$ cat config.mk
export PLATFORM = sky130hd
export DESIGN_NAME = mem_access_unit_flat
export DESIGN_NICKNAME = d
export VERILOG_FILES = /design/src/rtl/mem_access_unit_if.sv /design/src/rtl/mem_access_unit.sv /design/src/flat_wrapper.sv
export SDC_FILE = /design/constraint.sdc
export NUM_CORES = 1
export LEC_CHECK = 0
export BUFFER_PORTS_ARGS = -buffer_cell sky130_fd_sc_hd__buf_2
export CORE_ASPECT_RATIO = 0.7
export CORE_UTILIZATION = 48
export DETAILED_ROUTE_END_ITERATION = 16
export PLACE_DENSITY = 0.87
export SLEW_MARGIN = 20
export SYNTH_ARGS = -nofsm -noshare
export SYNTH_HDL_FRONTEND = slang
export SYNTH_SLANG_ARGS = --single-unit
$ cat constraint.sdc
create_clock -name clk -period 4.2 [get_ports clk]
set_input_delay 0.42 -clock clk [delete_from_list [all_inputs] [get_ports clk]]
set_output_delay 0.42 -clock clk [all_outputs]
set_load 0.005 [all_outputs]
$ cat src/rtl/mem_access_unit_if.sv
// Bundle of the pipeline-side request/response signals and the memory-side
// request/response signals handled by mem_access_unit.
interface mem_access_unit_if #(
  parameter int DATA_WIDTH = 32
);
  logic [DATA_WIDTH-1:0] addr;
  logic                  MemRead;
  logic                  MemWrite;
  logic [DATA_WIDTH-1:0] wdata;
  logic                  stall;
  logic [DATA_WIDTH-1:0] rdata;
  logic                  err;
  logic                  mem_req;
  logic                  mem_we;
  logic [DATA_WIDTH-1:0] mem_addr;
  logic [DATA_WIDTH-1:0] mem_wdata;
  logic [DATA_WIDTH-1:0] mem_rdata;
  logic                  mem_ready;

  // Pipeline plus memory environment that drives requests and responses
  modport master (
    output addr, MemRead, MemWrite, wdata, mem_rdata, mem_ready,
    input  stall, rdata, err, mem_req, mem_we, mem_addr, mem_wdata
  );

  // The access unit itself
  modport slave (
    input  addr, MemRead, MemWrite, wdata, mem_rdata, mem_ready,
    output stall, rdata, err, mem_req, mem_we, mem_addr, mem_wdata
  );
endinterface

$ cat src/rtl/mem_access_unit.sv
// Load/store access unit: IDLE -> WAIT -> DONE handshake with a bus-error timeout.
// Optional MEM_MISALIGN_TRAP_EN: misaligned requests trap instead of being word-aligned.
module mem_access_unit #(
  parameter int DATA_WIDTH = 32,
  parameter int TIMEOUT    = 255
) (
  input  logic               clk,
  input  logic               rst,
  mem_access_unit_if.slave   bus
);

  typedef enum logic [1:0] {
    IDLE = 2'd0,
    WAIT = 2'd1,
    DONE = 2'd2
  } state_t;

  localparam logic [7:0]            TIMEOUT_CNT = 8'(TIMEOUT);
  localparam logic [DATA_WIDTH-1:0] ALIGN_MASK  = DATA_WIDTH'(3);

  state_t                state_reg, state_next;
  logic [7:0]            count_reg, count_next;
  logic [DATA_WIDTH-1:0] rdata_reg, rdata_next;
  logic                  err_reg, err_next;
  logic                  we_reg, we_next;
  logic [DATA_WIDTH-1:0] addr_reg, addr_next;
  logic [DATA_WIDTH-1:0] wdata_reg, wdata_next;
  logic                  stall_comb;
  logic                  one_req;
  logic                  misalign_trap;
  logic [7:0]            count_inc;

  assign one_req   = bus.MemRead ^ bus.MemWrite;
  assign count_inc = count_reg + 8'd1;

`ifdef MEM_MISALIGN_TRAP_EN
  assign misalign_trap = |(bus.addr & ALIGN_MASK);
`else
  assign misalign_trap = 1'b0;
`endif

  always_ff @(posedge clk or posedge rst) begin
    if (rst) begin
      state_reg <= IDLE;
      count_reg <= '0;
      rdata_reg <= '0;
      err_reg   <= 1'b0;
      we_reg    <= 1'b0;
      addr_reg  <= '0;
      wdata_reg <= '0;
    end else begin
      state_reg <= state_next;
      count_reg <= count_next;
      rdata_reg <= rdata_next;
      err_reg   <= err_next;
      we_reg    <= we_next;
      addr_reg  <= addr_next;
      wdata_reg <= wdata_next;
    end
  end

  always_comb begin
    state_next = state_reg;
    count_next = count_reg;
    rdata_next = rdata_reg;
    err_next   = 1'b0;
    we_next    = we_reg;
    addr_next  = addr_reg;
    wdata_next = wdata_reg;
    stall_comb = 1'b0;

    case (state_reg)
      IDLE: begin
        stall_comb = bus.MemRead | bus.MemWrite;
        if (bus.MemRead && bus.MemWrite) begin
          err_next   = 1'b1;
          state_next = DONE;
        end else if (one_req && misalign_trap) begin
          err_next   = 1'b1;
          state_next = DONE;
        end else if (one_req) begin
          // Without the trap, the low address bits are simply dropped
          addr_next  = bus.addr & ~ALIGN_MASK;
          wdata_next = bus.wdata;
          we_next    = bus.MemWrite;
          count_next = '0;
          state_next = WAIT;
        end
      end

      WAIT: begin
        stall_comb = 1'b1;
        if (bus.mem_ready) begin
          if (!we_reg) begin
            rdata_next = bus.mem_rdata;
          end
          state_next = DONE;
        end else begin
          count_next = count_inc;
          if (count_inc == TIMEOUT_CNT) begin
            rdata_next = '0;
            err_next   = 1'b1;
            state_next = DONE;
          end
        end
      end

      // Requests still visible here belong to the retiring instruction
      DONE: begin
        state_next = IDLE;
      end

      default: begin
        state_next = IDLE;
      end
    endcase
  end

  assign bus.stall     = stall_comb;
  assign bus.rdata     = rdata_reg;
  assign bus.err       = err_reg;
  assign bus.mem_req   = (state_reg == WAIT);
  assign bus.mem_we    = we_reg;
  assign bus.mem_addr  = addr_reg;
  assign bus.mem_wdata = wdata_reg;

endmodule

$ cat src/flat_wrapper.sv
// flat-port wrapper written by rule: the top's interface ports become plain ports
module mem_access_unit_flat 
#(
  parameter int DATA_WIDTH = 32,
  parameter int TIMEOUT    = 255
)
  (clk, rst, bus_addr, bus_MemRead, bus_MemWrite, bus_wdata, bus_mem_rdata, bus_mem_ready, bus_stall, bus_rdata, bus_err, bus_mem_req, bus_mem_we, bus_mem_addr, bus_mem_wdata);
  mem_access_unit_if #(.DATA_WIDTH(DATA_WIDTH)) bus_i ();
  input  logic clk;
  input  logic rst;
  input wire logic [$bits(bus_i.addr)-1:0] bus_addr;
  input wire logic [$bits(bus_i.MemRead)-1:0] bus_MemRead;
  input wire logic [$bits(bus_i.MemWrite)-1:0] bus_MemWrite;
  input wire logic [$bits(bus_i.wdata)-1:0] bus_wdata;
  input wire logic [$bits(bus_i.mem_rdata)-1:0] bus_mem_rdata;
  input wire logic [$bits(bus_i.mem_ready)-1:0] bus_mem_ready;
  output wire logic [$bits(bus_i.stall)-1:0] bus_stall;
  output wire logic [$bits(bus_i.rdata)-1:0] bus_rdata;
  output wire logic [$bits(bus_i.err)-1:0] bus_err;
  output wire logic [$bits(bus_i.mem_req)-1:0] bus_mem_req;
  output wire logic [$bits(bus_i.mem_we)-1:0] bus_mem_we;
  output wire logic [$bits(bus_i.mem_addr)-1:0] bus_mem_addr;
  output wire logic [$bits(bus_i.mem_wdata)-1:0] bus_mem_wdata;
  assign bus_i.addr = bus_addr;
  assign bus_i.MemRead = bus_MemRead;
  assign bus_i.MemWrite = bus_MemWrite;
  assign bus_i.wdata = bus_wdata;
  assign bus_i.mem_rdata = bus_mem_rdata;
  assign bus_i.mem_ready = bus_mem_ready;
  assign bus_stall = bus_i.stall;
  assign bus_rdata = bus_i.rdata;
  assign bus_err = bus_i.err;
  assign bus_mem_req = bus_i.mem_req;
  assign bus_mem_we = bus_i.mem_we;
  assign bus_mem_addr = bus_i.mem_addr;
  assign bus_mem_wdata = bus_i.mem_wdata;
  mem_access_unit #(.DATA_WIDTH(DATA_WIDTH), .TIMEOUT(TIMEOUT)) u_core (.clk(clk), .rst(rst), .bus(bus_i));
endmodule
==> impl_metrics.tcl, run 1 <==
set metrics [dict create \
    netlist_area_sq_mm 0.00463 \
    initial_core_util_pct 50.2 \
    yosysSeqAreaShare_pct 57.3 \
    postPlaceCellArea_sq_mm 0.00567 \
    ant_nets 0 \
    status "complete, no violations" \
    cts_resized 0 \
    hold_violations 0 \
    synth_flop_cell "dfrtp_1" \
    antennaDiodeCount 0 \
    async_flop_share_pct 100 \
    clock-sinks 106 \
    avgViaCountPerCell 4.89 \
    wl_microns 11300 \
    cts_tree "yes" \
    rsz0062_at_grt "no" \
    max_freq_mhz 419 \
    power.density_mw_per_mm2 660 \
    layout.area.seq_sq_mm 0.00265 \
    core_region_area_sq_mm 0.00922 \
    required_ps 4390 \
    yosys.area.top_type "dfrtp_1" \
    boundaryPins 201 \
    grt_pass1_wl_microns 18400 \
    grt_pass1_vias 3893 \
    gp_congestion 0.822 \
    die_height_microns 84.1 \
    row_count 29 \
    htreeDepth 3 \
    drt_iter0_drc 184 \
    p_leak_uw 0.00317 \
    synth.area.top_cells "dfrtp_1 (57%), nand2_1 (21%), a21oi_2 (5.7%)" \
    dieArea_sq_mm 0.0100 \
    timing.hold.ws_ps 207 \
    layout_min_cycle_time_ps 2380 \
    synth.distinct_cells 35 \
    first_pass_iters 4 \
    syn_inst 523 \
    synth_common_cells "nand2_1 (261), dfrtp_1 (106), o21ai_0 (44)" \
    track_usage_pct 23.2 \
    worst-path-max-fanout 19 \
    drive_above_1_share_pct 36.3 \
    slew_headroom_pct 48.5 \
    fillCellCount 756 \
    wl_per_cell_microns 13.6 \
    cp-start-kind "flop" \
    r2r-start "u_core.state_reg[1]" \
    critPathLaunch "u_core.state_reg[1]" \
    synth.avg_cell_area_sq_um 8.84 \
    post-route-drc-count 0 \
    grt_max_degree 66 \
    grt-ovfl-total 0 \
    clock_path_buffers 2 \
    ys_warn_count 0 \
    final_max_slew_viol_count 0 \
    post_cts_buffers 0 \
    yosys.cell_count.top_type "nand2_1" \
    cts_buffers 9 \
    hp-class "primary input to async pin" \
    area_delta_synth_final_pct 28.9 \
    crit_type "flop to flop" \
    ir_drop_uv 400 \
    multiInputGateArea_sq_mm 0.00182 \
    fin_setup_tns_ps 0 \
    synth-edff-count 0 \
    cts_hold_buf 0 \
    cp-end-kind "flop" \
    antenna_found_initial 0 \
    path_clk_slew_ps 70 \
    fin_crit_sh_pct 56.8 \
    port_buffers 196 \
    clk_latency_ps 340 \
    clock-root-buffer "clkbuf_16" \
    vias 4057 \
    yosys.area.top_type_share_pct 57.3 \
    die_width_microns 119 \
    finalSetupViolCount 0 \
    fin_area_sq_mm 0.00596 \
    drv_cap 0 \
    hpwlAfterDp_microns 7910 \
    clock_skew_ps 7.73 \
    arrival_ps 2580 \
    ys_ff_latch 106 \
    layout.nets 806 \
    max_slew.worst_pin.slew_ps 773 \
]
[metrics by stage]
stage	setup WS, ps	total power, uW	utilization, %	std cells
global route	1660	4260	64.7	830
global placement	1580	3070	61.6	814
CTS	1800	3980	64.7	830
detailed placement	1520	3150	61.6	814
floorplan	991	2450	-	524
finish	1820	3940	64.7	830
[cell type report]
| class | count | area share (%) |
|---|---|---|
| flip-flops and latches | 106 | 44.5 |
| multi-input cells | 377 | 30.5 |
| repair buffers | 202 | 17.2 |
| clock buffers | 12 | 4.30 |
| well taps | 124 | 2.60 |
| clock inverters | 4 | 0.566 |
| inverters | 5 | 0.357 |
[per-layer routing]
metal / vias to the layer above / global-route usage (%) / share of wire (%)
met5: - / 0 / 0
met4: 0 / 7.05 / 0.90
met3: 10 / 8.02 / 8.3
li1: 2012 / - / -
met2: 161 / 38.7 / 48
met1: 1874 / 28.8 / 42
[worst paths after layout]
path	to	slack, ps	depth (start not counted)
hold / removal	u_core.bus.mem_wdata[5]	210	2
setup reg to reg	u_core.bus.rdata[11]	1820	4
setup / recovery	u_core.bus.rdata[11]	1820	4
max in group asynchronous	u_core.bus.rdata[14]	2910	3
hold reg to reg	u_core.bus.mem_addr[27]	470	2
min in group clk	u_core.bus.mem_addr[12]	260	3
[report_power, final]
part           internal (uW)  switching [uW]  total [uW]
combinational            624             740        1360
clock                    441             366         807
sequential              1490             278        1770
[critical path, cell delays in order, from the launching register on]
cell	delay, ps
dfrtp_1	520
or3b_2	590
a21oi_4	560
buf_4	430
a21oi_1	120
[cell usage in the layout, fill, tap and decap left out, drive strengths merged, types with 3 or more instances in the layout]
cell type and instances:
a21oi 36, buf 202, clkbuf 12, dfrtp 106, ha 4, inv 7, nand2 261, nand3 5
nor2 3, o21ai 44
[kinds of logic (layout without fill, tap and decap cells)]
family / count (synthesis) / after routing / share of synthesized area, %
buf+inv: 41 / 223 / 4.11
fa+ha+maj: 4 / 4 / 1.08
other cells: 1 / 2 / 0.0811
xor+xnor: 2 / 2 / 0.379
flops: 106 / 106 / 57.3
simple gates: 282 / 282 / 24.3
compound gates: 87 / 87 / 12.7
(Power assumes the default switching activity.)
==> inputs of run 2 (changes only) <==
--- a/config.mk
+++ b/config.mk
@@ -5,11 +5,12 @@
 export SDC_FILE = /design/constraint.sdc
 export NUM_CORES = 1
 export LEC_CHECK = 0
+export ABC_AREA = 1
 export BUFFER_PORTS_ARGS = -buffer_cell sky130_fd_sc_hd__buf_2
 export CORE_ASPECT_RATIO = 0.7
-export CORE_UTILIZATION = 48
+export CORE_UTILIZATION = 47
 export DETAILED_ROUTE_END_ITERATION = 16
-export PLACE_DENSITY = 0.87
+export PLACE_DENSITY = 0.86
 export SLEW_MARGIN = 20
 export SYNTH_ARGS = -nofsm -noshare
 export SYNTH_HDL_FRONTEND = slang
==> constraint.sdc (replaced) <==
create_clock -name clk -period 2.3 [get_ports clk]
set_input_delay 0.23 -clock clk [delete_from_list [all_inputs] [get_ports clk]]
set_output_delay 0.23 -clock clk [all_outputs]
set_load 0.005 [all_outputs]
==> run 2 against run 1 <==
  * Setup slack worse by 1600 ps
  * Highest routed layer unchanged
  * Critical endpoint is now u_core.bus.rdata[30]
  * Critical path type unchanged
  * Die area is 0.25% higher
  * Register-to-register slack worse by 1600 ps
==> impl_metrics.tcl, run 2 <==
set metrics [dict create \
    status "complete, no violations" \
    r2r_slack_ps 250 \
    gp_congestion 0.862 \
    clock-root-buffer "clkbuf_16" \
    yosysSeqAreaShare_pct 58.4 \
    clock_path_buffers 2 \
    boundaryPins 201 \
    wl_microns 10900 \
    worst-path-max-fanout 32 \
    clock_skew_ps 5.06 \
    cp_top_family "simple AND/OR/NAND/NOR gates" \
    hp-class "primary input to async pin" \
    post_cts_buffers 0 \
    max_freq_mhz 487 \
    die_width_microns 119 \
    hpwlAfterDp_microns 8100 \
    port_buffers 196 \
    vias 3714 \
    hold_violations 0 \
    first_pass_iters 4 \
    crit_top_cell "nand2_1" \
    yosys.area.top_type "dfrtp_1" \
    crit_type "flop to flop" \
    path_clk_slew_ps 70 \
    layout.nets 728 \
    cts_resized 0 \
    drv_cap 0 \
    ys_ff_latch 106 \
    post-route-drc-count 0 \
    antennaDiodeCount 0 \
    rsz0062_at_grt "no" \
    arrival_ps 2330 \
    cts_buffers 9 \
    row_count 29 \
    layout_commonest_cell "buf_2" \
    async_flop_share_pct 100 \
    timing.final.ws_setup_ps 245 \
    fillCellCount 764 \
    ys_warn_count 0 \
    layout_common_cells "buf_2 (196), nand2_1 (115), dfrtp_1 (106)" \
    final_max_slew_viol_count 0 \
    htreeDepth 3 \
    cp_cell_sequence "ha_1, nand3_1, o21ai_1, nand2_1, nor2_4, nand3_4, nand2_4, nand2_1, nand2_1" \
    cp-start-kind "flop" \
    ant_nets 0 \
    fin_crit_sh_pct 89.3 \
    clk_latency_ps 340 \
    r2r-start "u_core.count_reg[1]" \
    crit_path_max_incr_delay_ps 400 \
    required_ps 2580 \
    dieArea_sq_mm 0.0101 \
    cp-end-kind "flop" \
    critPathBufInv 0 \
    dpl_worst_slack_ps 308 \
    track_usage_pct 22.0 \
    area_delta_synth_final_pct 30.4 \
    drt_iter0_drc 254 \
    fin_area_sq_mm 0.00592 \
    syn_inst 429 \
    core_region_area_sq_mm 0.00922 \
    avgViaCountPerCell 4.94 \
    critPathLaunch "u_core.count_reg[1]" \
    die_height_microns 84.2 \
    r2r_end "u_core.bus.rdata[30]" \
    synth_common_cells "nand2_1 (116), dfrtp_1 (106), mux2_2 (63)" \
    final_util_pct 64.2 \
    grt-ovfl-total 0 \
    grt_max_degree 71 \
    ir_drop_uv 783 \
    antenna_found_initial 0 \
    layout_min_cycle_time_ps 2050 \
    power.density_mw_per_mm2 1180 \
    r2r_cells 9 \
    grt_pass1_vias 3681 \
    fin_setup_tns_ps 0 \
    synth.distinct_cells 26 \
    finalSetupViolCount 0 \
    yosys.area.top_type_share_pct 58.4 \
    p_leak_uw 0.00331 \
    synth.avg_cell_area_sq_um 10.6 \
    netlist_area_sq_mm 0.00454 \
    yosys.cell_count.top_type "nand2_1" \
    cp_num_cells 9 \
    postPlaceCellArea_sq_mm 0.00563 \
    timing.hold.ws_ps 6.99 \
    synth.area.top_cells "dfrtp_1 (58%), mux2_2 (16%), nand2_1 (9.6%)" \
    critPathCapture "u_core.bus.rdata[30]" \
    wl_per_cell_microns 14.5 \
    synth-edff-count 0 \
    cts_hold_buf 0 \
    grt_pass1_wl_microns 17400 \
    synth_flop_cell "dfrtp_1" \
    cp_slowest_cell "dfrtp_1" \
    cts_tree "yes" \
    clock-sinks 106 \
    initial_core_util_pct 49.3 \
    drive_above_1_share_pct 46.7 \
]
-- run 2: cell types whose count changed in the layout (fill, tap and decap cells not counted), moves of 3 or more --
cell and delta:
a21oi_2 -30, inv_1 +40, mux2_2 +63, nand2_1 -146, nand2_2 +3, nand3_1 +35, nor2_1 +4, nor2_2 +3
o21ai_0 -39, o22ai_1 +3
-- run 2: cells by family (layout without fill, tap and decap cells) --
group,Yosys count,count (layout),share of synthesized area [%]
adder cells (fa/ha/maj),4,4,1.10
multiplexers,63,63,15.6
XOR/XNOR,1,1,0.193
AND/OR/NAND/NOR,174,174,16.6
buffers and inverters,67,265,6.48
other,1,2,0.0826
flip-flops,106,106,58.4
AO/OA/AOI/OAI,13,13,1.52
-- run 2: through the flow --
| stage | total power (uW) | instances |
|---|---|---|
| 6_report | 6980 | 752 |
| 5_1_grt | 7410 | 752 |
| 4_1_cts | 7050 | 752 |
| 3_5_place_dp | 5560 | 736 |
| 3_3_place_gp | 5390 | 736 |
| 2_1_floorplan | 4370 | 430 |
-- run 2: worst min path at each step --
stage | from | endpoint | slack [ps] | cells after the start
finish | rst | u_core.bus.rdata[5] | 7 | 3
global route | rst | u_core.bus.rdata[2] | 20 | 3
CTS | rst | u_core.bus.rdata[3] | 10 | 3
detailed placement | rst | u_core.bus.rdata[6] | 380 | 3
global placement | rst | u_core.bus.rdata[1] | 360 | 3
floorplan | bus_addr[15] | u_core.bus.mem_addr[15] | 380 | 1
-- run 2: power by group --
| part | total [uW] | internal (uW) | leakage (uW) | switching [uW] |
|---|---|---|---|---|
| registers | 3120 | 2680 | 0.00131 | 435 |
| logic | 2400 | 1310 | 0.00186 | 1090 |
| clock network | 1460 | 776 | 0.000140 | 689 |
| total | 6980 | 4770 | 0.00331 | 2210 |
-- run 2: worst min-delay path: cells and delay by family --
kind                   cells  cell delay [ps]
buffers and inverters      3              510
-- run 2: cell type report --
type	instances	area, sq um	share of cell area, %
clock inverter	6	47.5	0.803
tap	124	155	2.62
timing repair buffer	204	1050	17.8
inverter	45	173	2.92
clock buffer	10	239	4.04
multi-input combinational	257	1600	27.0
sequential	106	2650	44.8
-- run 2: metal layers --
layer / GRT usage (%) / share of wire [%]
met3: 6.73 / 7.8
met5: 0 / 0
met2: 37.6 / 50
met4: 7.16 / 1.3
met1: 26.6 / 41
==> inputs of run 3 (changes only) <==
--- a/config.mk
+++ b/config.mk
@@ -5,12 +5,11 @@
 export SDC_FILE = /design/constraint.sdc
 export NUM_CORES = 1
 export LEC_CHECK = 0
-export ABC_AREA = 1
 export BUFFER_PORTS_ARGS = -buffer_cell sky130_fd_sc_hd__buf_2
 export CORE_ASPECT_RATIO = 0.7
-export CORE_UTILIZATION = 47
+export CORE_UTILIZATION = 48
 export DETAILED_ROUTE_END_ITERATION = 16
-export PLACE_DENSITY = 0.86
+export PLACE_DENSITY = 0.87
 export SLEW_MARGIN = 20
 export SYNTH_ARGS = -nofsm -noshare
 export SYNTH_HDL_FRONTEND = slang
==> run 3 against run 2 <==
  * Via count is 11% higher
  * Setup slack got worse by 88 ps
  * Clock power rose by 8%
  * Worst hold slack improved by 69 ps
  * Final cell count up 11%
  * Critical path depth shrank 3
  * Power increased by 5.1%
  * Core utilization up 2.0 points
  * Fmax fell by 4.1%
  * Wire length is 2.9% higher
  * First-iteration DRC count fell by 35%
  * Combinational power grew 7%
  * Critical endpoint is now u_core.bus.err
  * Largest cell class unchanged
==> impl_metrics.tcl, run 3 (synthesis gave the netlist of run 1 again) <==
set metrics [dict create \
    status "complete, no violations" \
    layout_common_cells "nand2_1 (261), buf_2 (196), dfrtp_1 (106)" \
    area_delta_synth_final_pct 32.0 \
    clock_skew_ps 7.54 \
    clock-root-buffer "clkbuf_16" \
    p_leak_uw 0.00322 \
    power.density_mw_per_mm2 1200 \
    slew_headroom_pct 55.4 \
    post_cts_buffers 0 \
    wl_per_cell_microns 13.5 \
    whs_path_depth 3 \
    timing.hold.ws_ps 76.1 \
    fin_crit_sh_pct 93.2 \
    cp-start-kind "flop" \
    rsz0062_at_grt "no" \
    clock_path_buffers 2 \
    hp-class "primary input to flop" \
    grt_pass1_vias 4156 \
    clock-sinks 106 \
    cp-end-kind "flop" \
    row_count 29 \
    avgViaCountPerCell 4.93 \
    path_clk_slew_ps 70 \
    vias 4112 \
    drt_iter0_drc 165 \
    gp_congestion 0.808 \
    crit_path_max_incr_delay_ps 490 \
    clk_latency_ps 340 \
    layout_min_cycle_time_ps 2140 \
    total_power_uw 7330 \
    layout_commonest_cell "nand2_1" \
    hold_violations 0 \
    cts_tree "yes" \
    max_slew.worst_pin.slew_ps 668 \
    wl_microns 11200 \
    first_pass_iters 5 \
    final_max_slew_viol_count 0 \
    port_buffers 196 \
    ant_nets 0 \
    boundaryPins 201 \
    grt_max_degree 65 \
    drive_above_1_share_pct 36.5 \
    max_freq_mhz 467 \
    cts_buffers 9 \
    dieArea_sq_mm 0.0100 \
    die_width_microns 119 \
    post-route-drc-count 0 \
    crit_type "flop to flop" \
    htreeDepth 3 \
    arrival_ps 2410 \
    initial_core_util_pct 50.2 \
    antenna_found_initial 0 \
    cts_resized 0 \
    drv_cap 0 \
    finalSetupViolCount 0 \
    r2r_cells 6 \
    hpwlAfterDp_microns 8050 \
    ir_drop_uv 660 \
    cp_slowest_cell "a2111oi_4" \
    grt_pass1_wl_microns 18700 \
    required_ps 2570 \
    cts_hold_buf 1 \
    track_usage_pct 23.1 \
    layout.nets 810 \
    worst-path-max-fanout 25 \
    fin_setup_tns_ps 0 \
    core_region_area_sq_mm 0.00922 \
    antennaDiodeCount 0 \
    cp_cell_sequence "ha_1, nand3_2, or3_4, a2111oi_4, buf_12, a22o_1" \
    grt-ovfl-total 0 \
    die_height_microns 84.1 \
]
run 3: changes by cell type in the layout (fill, tap and decap cells not counted), moves of 4 or more:
cell     before  now
nand2_1     115  261
mux2_2       63    0
inv_1        44    4
o21ai_0       5   44
nand3_1      39    4
a21oi_2       0   30
buf_12        1    7
buf_4         7    2
nor2_1        7    3
run 3: metal layers:
metal / track usage, % / up-vias / routed length (microns)
met5: 0 / - / 0
li1: - / 2023 / -
met1: 28.1 / 1896 / 4660
met3: 7.81 / 18 / 968
met2: 39.0 / 175 / 5440
met4: 7.61 / 0 / 170
run 3: final cells by class:
cell class / instances / area (sq um)
fillers: 728 / 3110
inverters: 5 / 22.5
flip-flops and latches: 106 / 2650
multi-input cells: 377 / 1820
clock inverters: 4 / 55.1
well taps: 124 / 155
repair buffers: 206 / 1150
clock buffers: 12 / 256
run 3: critical path: cells and delay by family, from the launching register on:
kind | cells | cell delay, ps
AND/OR/NAND/NOR | 2 | 510
AO/OA/AOI/OAI | 2 | 640
buffers and inverters | 1 | 250
adder cells (fa/ha/maj) | 1 | 230
flip-flops | 1 | 430
run 3: where the power goes:
part | switching, uW | leakage, uW | internal, uW
registers | 487 | 0.00130 | 2720
logic | 1380 | 0.00177 | 1180
clock network | 657 | 0.000150 | 912
run 3: metrics by stage:
| stage | std cells | worst slack, ps | instance area (sq um) | utilization, % |
|---|---|---|---|---|
| after global routing | 834 | 11.6 | 6110 | 66.3 |
| final | 834 | 157 | 6110 | 66.3 |
| after CTS | 834 | 148 | 6110 | 66.3 |
| after detailed placement | 817 | 166 | 5790 | 62.8 |
| after global placement | 817 | 235 | 5790 | 62.8 |
| after floorplan | 524 | 284 | 4630 | - |
run 3: final timing paths:
kind                                         start  slack, ps                       to
max in group asynchronous                      rst       1460     u_core.bus.rdata[13]
min in group asynchronous                      rst        530  u_core.bus.mem_addr[27]
hold / removal                         bus_addr[4]         80   u_core.bus.mem_addr[4]
setup reg to reg               u_core.count_reg[1]        160           u_core.bus.err
hold reg to reg            u_core.bus.mem_addr[10]        470  u_core.bus.mem_addr[10]
setup / recovery               u_core.count_reg[1]        160           u_core.bus.err
